==> src/rtl/ser_word_assembler_pkg.sv <==
// ============================================================================
// Package     : ser_pkg
// Description : Shared definitions for the serial word assembler: FSM state
//               encodings and a width helper for the bit/idle counters.
// Revision    : 1.0 - initial release
// ============================================================================
`default_nettype none

package ser_pkg;

  localparam logic ST_IDLE  = 1'b0;
  localparam logic ST_SHIFT = 1'b1;

  // Bits needed to hold values 0..max_val; never less than one bit so a
  // disabled counter (max_val = 0) still has a legal declaration.
  function automatic int cnt_width(input int max_val);
    if (max_val < 1) begin
      return 1;
    end
    return $clog2(max_val + 1);
  endfunction

endpackage

`default_nettype wire

==> src/rtl/ser_word_assembler_shift.sv <==
// ============================================================================
// Module      : shift_in_reg
// Description : Serial-in shift storage. Shifts one bit per enabled cycle,
//               either toward the MSB (first bit ends in SIZE-1) or toward
//               the LSB (first bit ends in bit 0).
// Ports       : clk      - rising-edge clock
//               rst_n    - synchronous active-low reset
//               clear    - synchronous clear of the stored word
//               shift_en - shift sin into the word this cycle
//               sin      - serial data in
//               word     - stored word
// Revision    : 1.0 - initial release
// ============================================================================
`default_nettype none

module shift_in_reg
  import ser_pkg::*;
#(
  parameter int SIZE      = 8,
  parameter bit MSB_FIRST = 1'b1
) (
  input  logic            clk,
  input  logic            rst_n,
  input  logic            clear,
  input  logic            shift_en,
  input  logic            sin,
  output logic [SIZE-1:0] word
);

  logic [SIZE-1:0] word_shifted;

  if (MSB_FIRST) begin : g_msb_first
    assign word_shifted = {word[SIZE-2:0], sin};
  end else begin : g_lsb_first
    assign word_shifted = {sin, word[SIZE-1:1]};
  end

  always_ff @(posedge clk) begin
    if (!rst_n || clear) begin
      word <= '0;
    end else if (shift_en) begin
      word <= word_shifted;
    end
  end

endmodule

`default_nettype wire

==> src/rtl/ser_word_assembler.sv <==
// ============================================================================
// Module      : ser_word_assembler
// Description : Collects a serial bit stream into a SIZE-bit word and drives
//               a parallel-load register: one load pulse with the word on
//               completion, a load+clr pulse on abort or idle timeout.
// Ports       : clk, rst_n (sync active-low)
//               frame_start, sdata, bit_valid, abort - serial side inputs
//               d, load, clr    - downstream register controls (registered)
//               busy            - high while a frame is being shifted
//               frame_err       - sticky error (abort/timeout/restart)
// Revision    : 1.0 - initial release
// ============================================================================
`default_nettype none

module ser_word_assembler
  import ser_pkg::*;
#(
  parameter int SIZE      = 8,
  parameter bit MSB_FIRST = 1'b1,
  parameter int TIMEOUT   = 16
) (
  input  logic            clk,
  input  logic            rst_n,
  input  logic            frame_start,
  input  logic            sdata,
  input  logic            bit_valid,
  input  logic            abort,
  output logic [SIZE-1:0] d,
  output logic            load,
  output logic            clr,
  output logic            busy,
  output logic            frame_err
);

  localparam int BCW = cnt_width(SIZE);
  localparam int ICW = cnt_width(TIMEOUT);
  localparam logic [BCW-1:0] LAST_BIT   = BCW'(SIZE - 1);
  // Timeout fires on the TIMEOUT-th idle cycle, i.e. when TIMEOUT-1 idle
  // cycles have already been counted and this one is idle too.
  localparam logic [ICW-1:0] IDLE_LIMIT = ICW'((TIMEOUT > 0) ? TIMEOUT - 1 : 0);

  logic            state, state_nxt;
  logic [BCW-1:0]  bit_cnt, bit_cnt_nxt;
  logic [ICW-1:0]  idle_cnt, idle_cnt_nxt;
  logic            sr_clear, sr_shift;
  logic [SIZE-1:0] word, word_done;
  logic            timeout_hit;
  logic            ev_load, ev_fail, ev_start, ev_restart;
  logic [SIZE-1:0] d_nxt;
  logic            load_nxt, clr_nxt, err_nxt;

  shift_in_reg #(
    .SIZE      (SIZE),
    .MSB_FIRST (MSB_FIRST)
  ) u_shift (
    .clk      (clk),
    .rst_n    (rst_n),
    .clear    (sr_clear),
    .shift_en (sr_shift),
    .sin      (sdata),
    .word     (word)
  );

  // The word as it will look once this cycle's bit is shifted in; captured
  // into d on the completing edge so load and d appear together.
  if (MSB_FIRST) begin : g_done_msb
    assign word_done = {word[SIZE-2:0], sdata};
  end else begin : g_done_lsb
    assign word_done = {sdata, word[SIZE-1:1]};
  end

  // State and counter register
  always_ff @(posedge clk) begin
    if (!rst_n) begin
      state    <= ST_IDLE;
      bit_cnt  <= '0;
      idle_cnt <= '0;
    end else begin
      state    <= state_nxt;
      bit_cnt  <= bit_cnt_nxt;
      idle_cnt <= idle_cnt_nxt;
    end
  end

  // Next-state logic; priority abort > timeout > frame_start > bit_valid
  always_comb begin
    state_nxt    = state;
    bit_cnt_nxt  = bit_cnt;
    idle_cnt_nxt = idle_cnt;
    sr_clear     = 1'b0;
    sr_shift     = 1'b0;
    ev_load      = 1'b0;
    ev_fail      = 1'b0;
    ev_start     = 1'b0;
    ev_restart   = 1'b0;
    timeout_hit  = (TIMEOUT > 0) && !bit_valid && (idle_cnt == IDLE_LIMIT);
    case (state)
      ST_IDLE: begin
        if (frame_start) begin
          state_nxt    = ST_SHIFT;
          sr_clear     = 1'b1;
          bit_cnt_nxt  = '0;
          idle_cnt_nxt = '0;
          ev_start     = 1'b1;
        end
      end
      default: begin
        if (abort || timeout_hit) begin
          state_nxt    = ST_IDLE;
          bit_cnt_nxt  = '0;
          idle_cnt_nxt = '0;
          ev_fail      = 1'b1;
        end else if (frame_start) begin
          sr_clear     = 1'b1;
          bit_cnt_nxt  = '0;
          idle_cnt_nxt = '0;
          ev_restart   = 1'b1;
        end else if (bit_valid) begin
          sr_shift     = 1'b1;
          idle_cnt_nxt = '0;
          if (bit_cnt == LAST_BIT) begin
            state_nxt   = ST_IDLE;
            bit_cnt_nxt = '0;
            ev_load     = 1'b1;
          end else begin
            bit_cnt_nxt = bit_cnt + 1'b1;
          end
        end else if (TIMEOUT > 0) begin
          idle_cnt_nxt = idle_cnt + 1'b1;
        end
      end
    endcase
  end

  // Output decode
  always_comb begin
    d_nxt    = d;
    load_nxt = 1'b0;
    clr_nxt  = 1'b0;
    err_nxt  = frame_err;
    if (ev_load) begin
      d_nxt    = word_done;
      load_nxt = 1'b1;
    end
    if (ev_fail) begin
      d_nxt    = '0;
      load_nxt = 1'b1;
      clr_nxt  = 1'b1;
      err_nxt  = 1'b1;
    end
    if (ev_restart) begin
      err_nxt = 1'b1;
    end
    if (ev_start) begin
      err_nxt = 1'b0;
    end
  end

  // Output register
  always_ff @(posedge clk) begin
    if (!rst_n) begin
      d         <= '0;
      load      <= 1'b0;
      clr       <= 1'b0;
      busy      <= 1'b0;
      frame_err <= 1'b0;
    end else begin
      d         <= d_nxt;
      load      <= load_nxt;
      clr       <= clr_nxt;
      busy      <= (state_nxt == ST_SHIFT);
      frame_err <= err_nxt;
    end
  end

endmodule

`default_nettype wire

==> config.mk <==
export PLATFORM = sky130hd
export DESIGN_NAME = ser_word_assembler
export DESIGN_NICKNAME = d
export VERILOG_FILES = /design/src/rtl/ser_word_assembler_pkg.sv /design/src/rtl/ser_word_assembler_shift.sv /design/src/rtl/ser_word_assembler.sv
export SDC_FILE = /design/constraint.sdc
export NUM_CORES = 1
export LEC_CHECK = 0
export BUFFER_PORTS_ARGS = -buffer_cell sky130_fd_sc_hd__buf_4
export CAP_MARGIN = 10
export CORE_MARGIN = 5
export CORE_UTILIZATION = 50
export DETAILED_ROUTE_END_ITERATION = 10
export GPL_TIMING_DRIVEN = 0
export PLACE_DENSITY_LB_ADDON = 0.3
export SYNTH_ARGS = -nofsm -noshare
export SYNTH_HDL_FRONTEND = slang
export SYNTH_SLANG_ARGS = --single-unit
==> constraint.sdc <==
create_clock -name clk -period 2.2 [get_ports clk]
set_input_delay 0.33 -clock clk [delete_from_list [all_inputs] [get_ports clk]]
set_output_delay 0.33 -clock clk [all_outputs]
set_load 0.005 [all_outputs]
==> impl_metrics.yaml <==
outcome:
  status: "complete, no violations"
finish:
  finalNonFillerCells: 179
  multi_input_area_um2: 624
  drive_above_1_share_pct: 20.8
  n_fill_cell: 208
  n_antenna_cell: 0
  regArea_um2: 561
  area.growth.synth_to_final_pct: 17.4
  nets: 159
placed_design:
  dp_slack_ps: 65.3
  place.gp.congestion: 0.868
  dp.cells: 175
  hpwl_mm: 1.69
  io_buffers: 15
critical_path:
  r2r_end: "u_shift.word[3]"
  reg2regPathDepth: 7
  worst_ep_arrival_time_ps: 2230
  r2r-start: "idle_cnt[0]"
  path_class: "reg -> reg"
  end_kind: "flop"
  r2r_slack_ps: 230
  path_max_fanout: 7
  worst_ep_required_time_ps: 2460
  cp-start-kind: "flop"
routing:
  vias: 992
  drc: 0
  drtIter0Drc: 55
  wl_mm: 2.41
  ant_nets: 0
  wl_per_cell_um: 13.5
  drtPass1Iterations: 4
  via_per_inst: 5.54
clock_network:
  hold_buffers: 0
  root_buffer: "clkbuf_4"
  clock_latency_ps: 320
  numCtsBuffers: 3
  clock-sinks: 28
  htree_num_levels: 1
  cts_setup_buffers: 0
  cts_resized: 0
  path_clk_slew_ps: 140
  clk_path_buf_depth: 2
  cts_tree: "built"
logic_synthesis:
  synth_compound_area_share_pct: 14.2
  synthFlopType: "dfxtp_1"
  synthCells: 130
  syn_avg_cell_area_um2: 9.39
  synth_edf_count: 0
  synth_fa_ha_area_share_pct: 3.07
  synth_cell_types: 38
  async_flop_share_pct: 0
  synth-simple-area-share_pct: 25.6
  yosys_warnings: 0
  syn_area_um2: 1220
  synth_mux_area_share_pct: 7.38
  syn_nets: 139
  yosysSeqAreaShare_pct: 45.9
  synth_top_family_by_area: "simple AND/OR/NAND/NOR gates"
  synth_seq_cells: 28
  synth_xor_area_share_pct: 0
timing:
  max_slew_margin_pct: 72.1
  slew_viol_final: 0
  post-route-min-period_ps: 1970
  rsz0062_at_grt: "no"
  timing.final.ws_setup_ps: 234
  tns_ps: 0
  hold_violations: 0
  finalSetupViolCount: 0
  timing.fmax_ghz: 0.509
  whs_ps: 248
  post-route-period-util_pct: 89.4
  worst_slew_pin_slew_ps: 416
  skew_ps: 1.47
grt:
  gr-total-overflow: 0
  grt_pass1_vias: 984
  grt_start_max_net_pins: 17
  antenna_found_initial: 0
  grt_pass1_wl_mm: 4.42
  grt_usage_pct: 16.1
power_and_ir_drop:
  power_density_nw_per_um2: 632
  ir_drop_v: 0.000519
  leakagePower_nw: 0.564
worst_hold_path:
  hp-start: "sdata"
  min_path_type: "in -> reg"
  hold-path-endpoint: "u_shift.word[0]"
  whs_path_depth: 3
floorplan:
  rows: 18
  fp.dieArea_um2: 3530
  die_y_um: 59.4
  die_width_um: 59.4
  core_area_um2: 2410
  initial_core_util_pct: 50.7
  ios: 18
flow_run:
  max-cap-violations: 0
per-layer routing:
metal	share of wire (%)	GRT usage (%)
met1	43	19.8
met2	51	27.6
met3	4.8	2.40
met4	1.3	6.47
met5	0	0
worst max-delay path: stages (launching register included):
cell     delay (ps)
dfxtp_1         410
ha_1            210
and3_1          170
ha_1            250
nor2b_4         250
o21ai_0         160
a21bo_2         310
a21oi_1         140
per-stage QoR:
step	power (mW)	util [%]	instance area [um^2]
after floorplan	0.562	-	1220
after global routing	0.954	59.5	1430
after CTS	0.918	59.1	1420
final	0.906	59.5	1430
after detailed placement	0.584	56.9	1370
after global placement	0.582	56.9	1370
final cells by class:
type | count | share of cell area [%]
multi-input cells | 94 | 43.5
flip-flops and latches | 28 | 39.1
repair buffers | 15 | 7.85
well taps | 30 | 2.62
plain buffers | 5 | 2.44
clock inverters | 1 | 2.09
clock buffers | 3 | 1.57
inverters | 3 | 0.785
cells in the final DEF, fill, tap and decap left out, types with 4 or more instances in the layout:
cell / n
a21oi_1: 11
nand2_1: 17
nor2b_1: 4
dfxtp_1: 28
mux2i_1: 9
nor2_1: 13
buf_4: 15
kinds of logic after synthesis:
logic type	count (synthesis)
AND/OR/NAND/NOR	56
multiplexers	9
adder cells (fa/ha/maj)	3
AO/OA/AOI/OAI	26
buffers and inverters	8
flip-flops	28
cell usage after synthesis (all sizes together), types with 2 or more instances:
master | number | area [um^2]
buf | 2 | 22.5
nor2 | 15 | 80.1
ha | 3 | 37.5
mux2i | 9 | 90.1
o311a | 2 | 21.3
a21oi | 11 | 55.1
a21boi | 3 | 22.5
nor2b | 5 | 31.3
inv | 3 | 11.3
o21ai | 3 | 15.0
dfxtp | 28 | 561
a311oi | 2 | 17.5
nand2 | 18 | 67.6
nand3 | 3 | 15.0
nor4 | 3 | 18.8
clkbuf | 3 | 12.5
state kept, by name (all words and copies together), names as in the netlist:
register and cells:
d 8, bit_cnt 4, u_shift.word 7, frame_err 1, clr 1, load 1
busy 1, idle_cnt 5
worst max path at each step:
stage / startpoint / to / slack, ps / depth (start not counted)
floorplan: idle_cnt[0] / u_shift.word[0] / 440 / 7
global placement: idle_cnt[0] / d[1] / 160 / 7
finish: idle_cnt[0] / u_shift.word[3] / 230 / 7
detailed placement: idle_cnt[0] / d[7] / 70 / 7
CTS: idle_cnt[0] / d[7] / 10 / 7
global route: idle_cnt[0] / u_shift.word[3] / 70 / 7
power by group:
group	total (mW)	switching, mW	internal, mW
Sequential	0.517	0.00476	0.512
Clock	0.331	0.147	0.184
Combinational	0.0583	0.0338	0.0245
(Power assumes the default switching activity.)
